`src/rtl/add_sub_pkg.sv`:
```
`default_nettype none
// ---------------------------------------------------------------------------
// add_sub_pkg : shared mode constants, FSM states and overflow helper
// Rev 1.0
// ---------------------------------------------------------------------------
package add_sub_pkg;

    localparam logic MODE_ADD = 1'b1;
    localparam logic MODE_SUB = 1'b0;

    typedef enum logic [1:0] {
        IDLE = 2'd0,
        RUN  = 2'd1,
        DONE = 2'd2
    } state_t;

    // Two's-complement overflow from the operand MSBs and the result MSB.
    function automatic logic signed_ovf(input logic mode, input logic a_msb,
                                        input logic b_msb, input logic r_msb);
        logic w_ovf;
        if (mode == MODE_ADD)
            w_ovf = (a_msb == b_msb) && (r_msb != a_msb);
        else
            w_ovf = (a_msb != b_msb) && (r_msb != a_msb);
        return w_ovf;
    endfunction

endpackage
`default_nettype wire

```
`src/rtl/add_sub_digit.sv`:
```
`default_nettype none
// ---------------------------------------------------------------------------
// add_sub_digit : combinational DIGIT-bit ripple add/sub slice
// Rev 1.0
// ---------------------------------------------------------------------------
module add_sub_digit
    import add_sub_pkg::*;
#(
    parameter int DIGIT = 2
) (
    input  logic [DIGIT-1:0] a,
    input  logic [DIGIT-1:0] b,
    input  logic             cin,
    input  logic             en,
    output logic [DIGIT-1:0] s,
    output logic             cout
);

    logic w_c;
    logic w_x;

    always_comb begin
        w_c  = cin;
        w_x  = 1'b0;
        s    = '0;
        for (int i = 0; i < DIGIT; i++) begin
            w_x  = a[i] ^ b[i];
            s[i] = w_x ^ w_c;
            if (en == MODE_ADD)
                w_c = (a[i] & b[i]) | (w_x & w_c);
            else
                w_c = (~a[i] & b[i]) | (~w_x & w_c);
        end
        cout = w_c;
    end

endmodule
`default_nettype wire

```
`src/rtl/add_sub_serial.sv`:
```
`default_nettype none
// ---------------------------------------------------------------------------
// add_sub_serial : digit-serial adder/subtractor with start/busy/done handshake
// Rev 1.0
// ---------------------------------------------------------------------------
module add_sub_serial
    import add_sub_pkg::*;
#(
    parameter int WIDTH = 8,
    parameter int DIGIT = 2
) (
    input  logic             clk,
    input  logic             rst,
    input  logic             start,
    input  logic             en,
    input  logic [WIDTH-1:0] a,
    input  logic [WIDTH-1:0] b,
    input  logic             cin,
    output logic             busy,
    output logic             done,
    output logic [WIDTH-1:0] result,
    output logic             cout,
    output logic             ovf
);

    localparam int NCYC = WIDTH / DIGIT;
    localparam int CW   = $clog2(NCYC) + 1;
    localparam logic [CW-1:0] c_last = CW'(NCYC - 1);
    localparam logic [CW-1:0] c_one  = CW'(1);

    state_t           r_state;
    state_t           w_state_nxt;
    logic [WIDTH-1:0] r_a;
    logic [WIDTH-1:0] r_b;
    logic [WIDTH-1:0] r_res;
    logic [CW-1:0]    r_cnt;
    logic             r_mode;
    logic             r_carry;
    logic             r_amsb;
    logic             r_bmsb;
    logic             r_cout;
    logic             r_ovf;

    logic             w_accept;
    logic             w_last;
    logic [DIGIT-1:0] w_ds;
    logic             w_dcout;
    logic [WIDTH-1:0] w_a_shr;
    logic [WIDTH-1:0] w_b_shr;
    logic [WIDTH-1:0] w_res_nxt;

    assign w_accept = start && (r_state != RUN);
    assign w_last   = (r_state == RUN) && (r_cnt == c_last);

    add_sub_digit #(
        .DIGIT (DIGIT)
    ) u_digit (
        .a    (r_a[DIGIT-1:0]),
        .b    (r_b[DIGIT-1:0]),
        .cin  (r_carry),
        .en   (r_mode),
        .s    (w_ds),
        .cout (w_dcout)
    );

    // New digits enter at the MSB end so the result is aligned after NCYC shifts.
    generate
        if (DIGIT == WIDTH) begin : g_single
            assign w_a_shr   = '0;
            assign w_b_shr   = '0;
            assign w_res_nxt = w_ds;
        end else begin : g_multi
            assign w_a_shr   = {{DIGIT{1'b0}}, r_a[WIDTH-1:DIGIT]};
            assign w_b_shr   = {{DIGIT{1'b0}}, r_b[WIDTH-1:DIGIT]};
            assign w_res_nxt = {w_ds, r_res[WIDTH-1:DIGIT]};
        end
    endgenerate

    always_ff @(posedge clk) begin
        if (rst)
            r_state <= IDLE;
        else
            r_state <= w_state_nxt;
    end

    always_comb begin
        w_state_nxt = r_state;
        case (r_state)
            IDLE:    if (start) w_state_nxt = RUN;
            RUN:     if (r_cnt == c_last) w_state_nxt = DONE;
            DONE:    w_state_nxt = start ? RUN : IDLE;
            default: w_state_nxt = IDLE;
        endcase
    end

    always_ff @(posedge clk) begin
        if (rst) begin
            r_a     <= '0;
            r_b     <= '0;
            r_res   <= '0;
            r_cnt   <= '0;
            r_mode  <= MODE_SUB;
            r_carry <= 1'b0;
            r_amsb  <= 1'b0;
            r_bmsb  <= 1'b0;
            r_cout  <= 1'b0;
            r_ovf   <= 1'b0;
        end else if (w_accept) begin
            r_a     <= a;
            r_b     <= b;
            r_mode  <= en;
            r_carry <= cin;
            r_amsb  <= a[WIDTH-1];
            r_bmsb  <= b[WIDTH-1];
            r_cnt   <= '0;
        end else if (r_state == RUN) begin
            r_a     <= w_a_shr;
            r_b     <= w_b_shr;
            r_res   <= w_res_nxt;
            r_carry <= w_dcout;
            r_cnt   <= r_cnt + c_one;
            if (w_last) begin
                r_cout <= w_dcout;
                r_ovf  <= signed_ovf(r_mode, r_amsb, r_bmsb, w_ds[DIGIT-1]);
            end
        end
    end

    assign busy   = (r_state == RUN);
    assign done   = (r_state == DONE);
    assign result = r_res;
    assign cout   = r_cout;
    assign ovf    = r_ovf;

endmodule
`default_nettype wire

```
`config.mk`:
```
export PLATFORM = sky130hd
export DESIGN_NAME = add_sub_serial
export DESIGN_NICKNAME = d
export VERILOG_FILES = /design/src/rtl/add_sub_pkg.sv /design/src/rtl/add_sub_digit.sv /design/src/rtl/add_sub_serial.sv
export SDC_FILE = /design/constraint.sdc
export NUM_CORES = 1
export LEC_CHECK = 0
export BUFFER_PORTS_ARGS = -buffer_cell sky130_fd_sc_hd__buf_4
export CAP_MARGIN = 40
export CORE_MARGIN = 3
export CORE_UTILIZATION = 53
export DETAILED_ROUTE_END_ITERATION = 10
export GPL_TIMING_DRIVEN = 0
export PLACE_DENSITY = 0.8
export SETUP_SLACK_MARGIN = 0.2
export SYNTH_ARGS = -nofsm -noshare
export SYNTH_HDL_FRONTEND = slang
export SYNTH_SLANG_ARGS = --single-unit
```
`constraint.sdc`:
```
create_clock -name clk -period 2.6 [get_ports clk]
set_clock_uncertainty 0.15 [all_clocks]
set_input_delay 0.52 -clock clk [delete_from_list [all_inputs] [get_ports clk]]
set_output_delay 0.52 -clock clk [all_outputs]
set_load 0.02 [all_outputs]
```
==> results of run 1 <==
-- final timing paths --
path | to | slack, ns | cells past startpoint | startpoint
max | ovf$_SDFFE_PP0P_ | 0.28 | 7 | r_a[0]$_SDFFE_PP0P_
min | r_mode$_SDFFE_PP0P_ | 0.30 | 3 | en
max reg2reg | ovf$_SDFFE_PP0P_ | 0.28 | 7 | r_a[0]$_SDFFE_PP0P_
min reg2reg | result[0]$_SDFFE_PP0P_ | 0.31 | 2 | result[0]$_SDFFE_PP0P_
-- worst max-delay path, stage by stage (launching register included) --
cell and delay (ns):
sky130_fd_sc_hd__dfxtp_1 0.35, sky130_fd_sc_hd__inv_1 0.09, sky130_fd_sc_hd__fa_1 0.44, sky130_fd_sc_hd__mux2i_2 0.23, sky130_fd_sc_hd__fa_1 0.50, sky130_fd_sc_hd__nor2b_1 0.16
sky130_fd_sc_hd__mux2i_1 0.17, sky130_fd_sc_hd__a311oi_2 0.11
-- repair_timing --
item | 4_1_cts | 5_1_grt
gates resized for setup | 0 | 1
setup endpoints to repair | 0 | 1
hold buffers | 0 | 0
-- state kept, by name (all words and copies together) (netlist names) --
| name | count |
|---|---|
| r_a | 8 |
| r_b | 8 |
| result | 8 |
| r_cnt | 3 |
| r_state | 2 |
| cout | 1 |
| ovf | 1 |
| r_amsb | 1 |
| r_bmsb | 1 |
| r_carry | 1 |
| r_mode | 1 |
-- power by group --
part           leakage (nW)  switching [W]  internal, W
Sequential            0.287      0.0000232     0.000570
Clock                0.0386       0.000173     0.000159
Combinational         0.515       0.000114     0.000103
Total                 0.840       0.000310     0.000832
-- per-stage QoR --
step / instances / total power (W)
2_1_floorplan: 168 / 0.0007500
3_3_place_gp: 230 / 0.0008090
3_5_place_dp: 230 / 0.0008194
4_1_cts: 238 / 0.001146
5_1_grt: 238 / 0.001199
6_report: 238 / 0.001142
-- cell type report --
cell class	instances	area (um2)	area share
inverter	9	38.79	0.01991
timing repair buffer	31	232.7	0.1195
multi-input combinational	111	764.5	0.3924
buffer	13	103.9	0.05331
sequential	35	700.7	0.3597
clock buffer	8	68.82	0.03532
tap	31	38.79	0.01991
-- cell usage after synthesis, drive strengths merged, types with 4 or more instances --
| library cell | n |
|---|---|
| nand3 | 7 |
| fa | 4 |
| nand2 | 16 |
| nor2 | 16 |
| buf | 11 |
| nor3 | 4 |
| inv | 9 |
| a211oi | 14 |
| mux2i | 20 |
| a21oi | 15 |
| dfxtp | 35 |
-- logic make-up after synthesis --
family / after synthesis / share of synthesized area
compound gates: 34 / 0.1396
simple gates: 50 / 0.1388
flops: 35 / 0.4368
fa+ha+maj: 6 / 0.06552
mux: 20 / 0.1248
xor+xnor: 1 / 0.005461
buf+inv: 22 / 0.08892
-- routing by layer --
metal  track usage  wire (um)  share of wire  up-vias
met5             0          0              0        -
met4        0.1022         74          0.023        0
met3       0.05241        175          0.054        9
met2        0.3267       1562           0.48       37
met1        0.2285       1431           0.44      603
li1              -          -              -      651
==> impl_metrics.yaml, run 1 <==
status:
  status: "finished, final reports clean"
power:
  vdd.ir_drop.worst_mv: 0.4137
  power.static_leakage_nw: 0.8402
  cellPowerDensity_nw_per_um2: 586.0
clock_network:
  clockRootBuffer: "sky130_fd_sc_hd__clkbuf_4"
  clkTransAtPathRegs_ns: 0.10
  clock_tree.htree_level_count: 2
  numCtsBuffers: 5
  postCtsSetupRepairBufs: 0
  clk_latency_ns: 0.34
  clock_path_buffers: 2
  clock_sinks: 35
  cts_tree: "done"
floorplan:
  floorplan.initialDensity: 0.5670
  ioPinCount: 33
  fp.dieArea_um2: 3723
  die_width_um: 61.02
  fp-row-count: 19
  chipHeight_um: 61.02
  placeableCoreArea_um2: 2829
final_layout:
  flow.area_growth_from_synthesis_pct: 21.45
  layout.cells.most_common: "sky130_fd_sc_hd__dfxtp_1"
  fin_area_um2: 1948
  layout.core_utilization: 0.6886
  drive_above_1_share: 0.2560
  diodes: 0
  most-common-layout-cells: "sky130_fd_sc_hd__dfxtp_1, sky130_fd_sc_hd__buf_4, sky130_fd_sc_hd__mux2i_1"
  final_net_count: 233
  n_fill_cell: 240
worst_hold_path:
  holdCritPathClass: "in -> reg"
timing:
  max_slew.worst_pin.slew_ns: 0.4637
  rsz_0062_raised_after_global_routing: "false"
  finalSetupViolations: 0
  finalSetupTns_ns: 0
  hold_worst_slack_ns: 0.3025
  timing.final.crit_share: 0.8942
  max_freq_mhz: 430.1
  final_hold_viol_count: 0
  slew_violations: 0
  timing.final.ws_setup_ns: 0.2750
  slew-limit-headroom: 0.6909
  final.min_clock_period_ns: 2.325
logic_synthesis:
  synth.net_count: 195
  post_synth_instance_area_um2: 1604
  synth_largest_type_area_fraction: 0.4368
  synth_seq_cells: 35
  synth.area.top_cells: "sky130_fd_sc_hd__dfxtp_1, sky130_fd_sc_hd__mux2i_1, sky130_fd_sc_hd__a211oi_1"
  synth.lib_cells_used.distinct: 27
  syn_avg_cell_area_um2: 9.548
  number_of_enable_type_register_cells_in_the_synthesized_netlist: 0
  synth_seq_area_share: 0.4368
  async_flop_share: 0
  ys_warn_count: 0
  postSynth.topFlopCell: "sky130_fd_sc_hd__dfxtp_1"
  synth.largest_area_cell: "sky130_fd_sc_hd__dfxtp_1"
  synthCells: 168
setup_path:
  cp_data_required_time_ns: 2.67
  data_arrival_time_at_the_worst_slack_endpoint_ns: 2.39
  crit_path_start_kind: "flip-flop"
  cp-end-kind: "flip-flop"
  worst-path-max-fanout: 3
  worstSetupPathType: "reg -> reg"
placed_design:
  place_hpwl_um: 2413
  dpl_cell_area_um2: 1876
  finalWeightedCongestion: 0.7928
  place_worst_setup_slack_ns: 0.3021
  io_buffers: 31
route:
  routed_wirelength_um: 3244
  first_pass_iters: 4
  drtIter0Drc: 54
  remaining_drc_errors: 0
  antenna_violating_nets_post_route: 0
  via_count: 1300
  drt-vias-per-instance: 5.462
  avgRoutedWirePerCell_um: 13.63
grt:
  number_of_global_route_vias_before_repair: 1171
  globalRouteOverflowTotal: 0
  grt_pass1_wl_um: 5237
  grt_start_max_net_pins: 11
  track_usage: 0.1951
  grt_antenna_before_repair: 0
flow_run:
  max_cap_viol_count: 0
Power figures use the tool's default switching activity.
==> run 2: changes to the inputs <==
--- a/config.mk
+++ b/config.mk
@@ -5,13 +5,13 @@
 export SDC_FILE = /design/constraint.sdc
 export NUM_CORES = 1
 export LEC_CHECK = 0
-export BUFFER_PORTS_ARGS = -buffer_cell sky130_fd_sc_hd__buf_4
 export CAP_MARGIN = 40
 export CORE_MARGIN = 3
-export CORE_UTILIZATION = 53
+export CORE_UTILIZATION = 30
 export DETAILED_ROUTE_END_ITERATION = 10
+export DONT_BUFFER_PORTS = 1
 export GPL_TIMING_DRIVEN = 0
-export PLACE_DENSITY = 0.8
+export PLACE_DENSITY = 0.46
 export SETUP_SLACK_MARGIN = 0.2
 export SYNTH_ARGS = -nofsm -noshare
 export SYNTH_HDL_FRONTEND = slang
==> impl_metrics.yaml, run 2 (same netlist as run 1, synthesis figures left out) <==
grt:
  grt_antenna_before_repair: 0
  track_usage: 0.1285
  grt_pass1_wl_um: 6223
  number_of_global_route_vias_before_repair: 1260
  grt_start_max_net_pins: 11
  globalRouteOverflowTotal: 0
timing:
  final.min_clock_period_ns: 2.253
  slew_violations: 0
  slew-limit-headroom: 0.6506
  max_freq_mhz: 443.8
  finalSetupViolations: 0
  max_slew.worst_pin.slew_ns: 0.5241
  rsz_0062_raised_after_global_routing: "false"
  timing.final.crit_share: 0.8666
  hold_worst_slack_ns: 0.2460
  final_hold_viol_count: 0
  finalSetupTns_ns: 0
power:
  power.share.switching: 0.2691
  report.power.total_w: 0.001173
  power.static_leakage_nw: 0.6936
  share_seq_of_total_power: 0.514
  power_report.internal_total_w: 0.0008573
  p_sw_w: 0.0003156
  cellPowerDensity_nw_per_um2: 656.9
  vdd.ir_drop.worst_mv: 0.2235
  comb_power_share: 0.154
  clock_power_share: 0.333
clock_network:
  clk_latency_ns: 0.28
  numCtsBuffers: 5
  clockRootBuffer: "sky130_fd_sc_hd__clkbuf_8"
  clock_tree.htree_level_count: 2
  cts_tree: "done"
  clkTransAtPathRegs_ns: 0.07
  clock_sinks: 35
  clock_path_buffers: 2
floorplan:
  fp-row-count: 25
  die_width_um: 79.12
  fp.dieArea_um2: 6260
  floorplan.initialDensity: 0.3246
  placeableCoreArea_um2: 4942
  chipHeight_um: 79.12
  ioPinCount: 33
final_layout:
  diodes: 0
  flow.area_growth_from_synthesis_pct: 11.31
  final_net_count: 202
  layout.cells.most_common: "sky130_fd_sc_hd__dfxtp_1"
  most-common-layout-cells: "sky130_fd_sc_hd__dfxtp_1, sky130_fd_sc_hd__mux2i_1, sky130_fd_sc_hd__nand2_1"
  drive_above_1_share: 0.1543
setup_path:
  data_arrival_time_at_the_worst_slack_endpoint_ns: 2.26
  crit_path_max_incr_delay_ns: 0.48
  reg2reg_slack_ns: 0.35
  cp-end-kind: "flip-flop"
  crit_path_start_kind: "flip-flop"
  cp_top_family: "adder cells"
  r2r-end: "ovf$_SDFFE_PP0P_"
  crit_path_cell_trace: "inv_2, fa_1, mux2i_2, fa_1, nor2b_1, mux2i_1, a311oi_2"
  critical_path.n_buffers_inverters: 1
  worst-path-max-fanout: 3
  critical_path.reg2reg.startpoint: "r_a[0]$_SDFFE_PP0P_"
  worstSetupPathType: "reg -> reg"
  crit_path_top_delay_cell: "sky130_fd_sc_hd__fa_1"
  ff2ff_path_depth: 7
  cp_data_required_time_ns: 2.60
  cp_common_cell: "sky130_fd_sc_hd__fa_1"
route:
  remaining_drc_errors: 0
  avgRoutedWirePerCell_um: 14.75
  antenna_violating_nets_post_route: 0
  first_pass_iters: 4
  drtIter0Drc: 52
  routed_wirelength_um: 3569
  via_count: 1184
  drt-vias-per-instance: 4.893
placed_design:
  place_hpwl_um: 2666
  finalWeightedCongestion: 0.7320
  io_buffers: 0
worst_hold_path:
  timing.hold.worst_endpoint: "r_amsb$_SDFFE_PP0P_"
  worst_hold_startpoint: "a[7]"
  hold_path_depth: 2
  holdCritPathClass: "in -> reg"
status:
  status: "finished, final reports clean"
flow_run:
  max_cap_viol_count: 0
==> run 2: cell types whose count changed in the layout (fill, tap and decap cells not counted), sizes merged <==
cell    delta
clkinv     +1
clkbuf     -2
buf       -31
==> run 2: layout make-up <==
class,instances,area [um2]
fill,537,3157
multi-input combinational,111,767.0
sequential,35,704.4
buffer,13,103.9
tap,67,83.83
clock buffer,6,82.58
inverter,9,38.79
clock inverter,1,5.005
==> run 2: how the worst max path moves through the flow <==
| stage | cells after the start | start | endpoint |
|---|---|---|---|
| 2_1_floorplan | 7 | r_a[0]$_SDFFE_PP0P_ | ovf$_SDFFE_PP0P_ |
| 3_3_place_gp | 7 | r_a[0]$_SDFFE_PP0P_ | ovf$_SDFFE_PP0P_ |
| 3_5_place_dp | 7 | r_a[0]$_SDFFE_PP0P_ | ovf$_SDFFE_PP0P_ |
| 4_1_cts | 7 | r_a[0]$_SDFFE_PP0P_ | ovf$_SDFFE_PP0P_ |
| 5_1_grt | 7 | r_a[0]$_SDFFE_PP0P_ | ovf$_SDFFE_PP0P_ |
| 6_report | 7 | r_a[0]$_SDFFE_PP0P_ | ovf$_SDFFE_PP0P_ |
==> run 2: power by group through the flow <==
| stage | logic, W | clock network [W] | registers (W) |
|---|---|---|---|
| final | 0.000180 | 0.000390 | 0.000603 |
| after global routing | 0.000205 | 0.000425 | 0.000607 |
| after CTS | 0.000178 | 0.000408 | 0.000601 |
| after detailed placement | 0.000177 | 0 | 0.000613 |
| after global placement | 0.000172 | 0 | 0.000612 |
| after floorplan | 0.000144 | 0 | 0.000606 |
==> run 2: per-stage QoR <==
stage | worst slack, ns | instance area, um2 | cells | utilization
final | 0.3469 | 1785 | 242 | 0.3613
after global routing | 0.2010 | 1785 | 242 | 0.3613
after CTS | 0.2754 | 1775 | 242 | 0.3592
after detailed placement | 0.2995 | 1688 | 235 | 0.3415
after global placement | 0.3432 | 1688 | 235 | 0.3415
after floorplan | 0.4550 | 1604 | 168 | -
==> run 2: per-layer routing <==
| layer | vias to the layer above | wire length (um) | global-route usage |
|---|---|---|---|
| li1 | 588 | - | - |
| met1 | 557 | 1582 | 0.1555 |
| met2 | 35 | 1649 | 0.2054 |
| met3 | 4 | 288 | 0.04762 |
| met4 | 0 | 48 | 0.05155 |
| met5 | - | 0 | 0 |
==> run 2: repair_timing <==
| item | in CTS | in global routing |
|---|---|---|
| hold buffers | 0 | 0 |
| setup buffers | 0 | 0 |
| gates resized for setup | 0 | 6 |
| endpoints found under the setup margin | 0 | 1 |
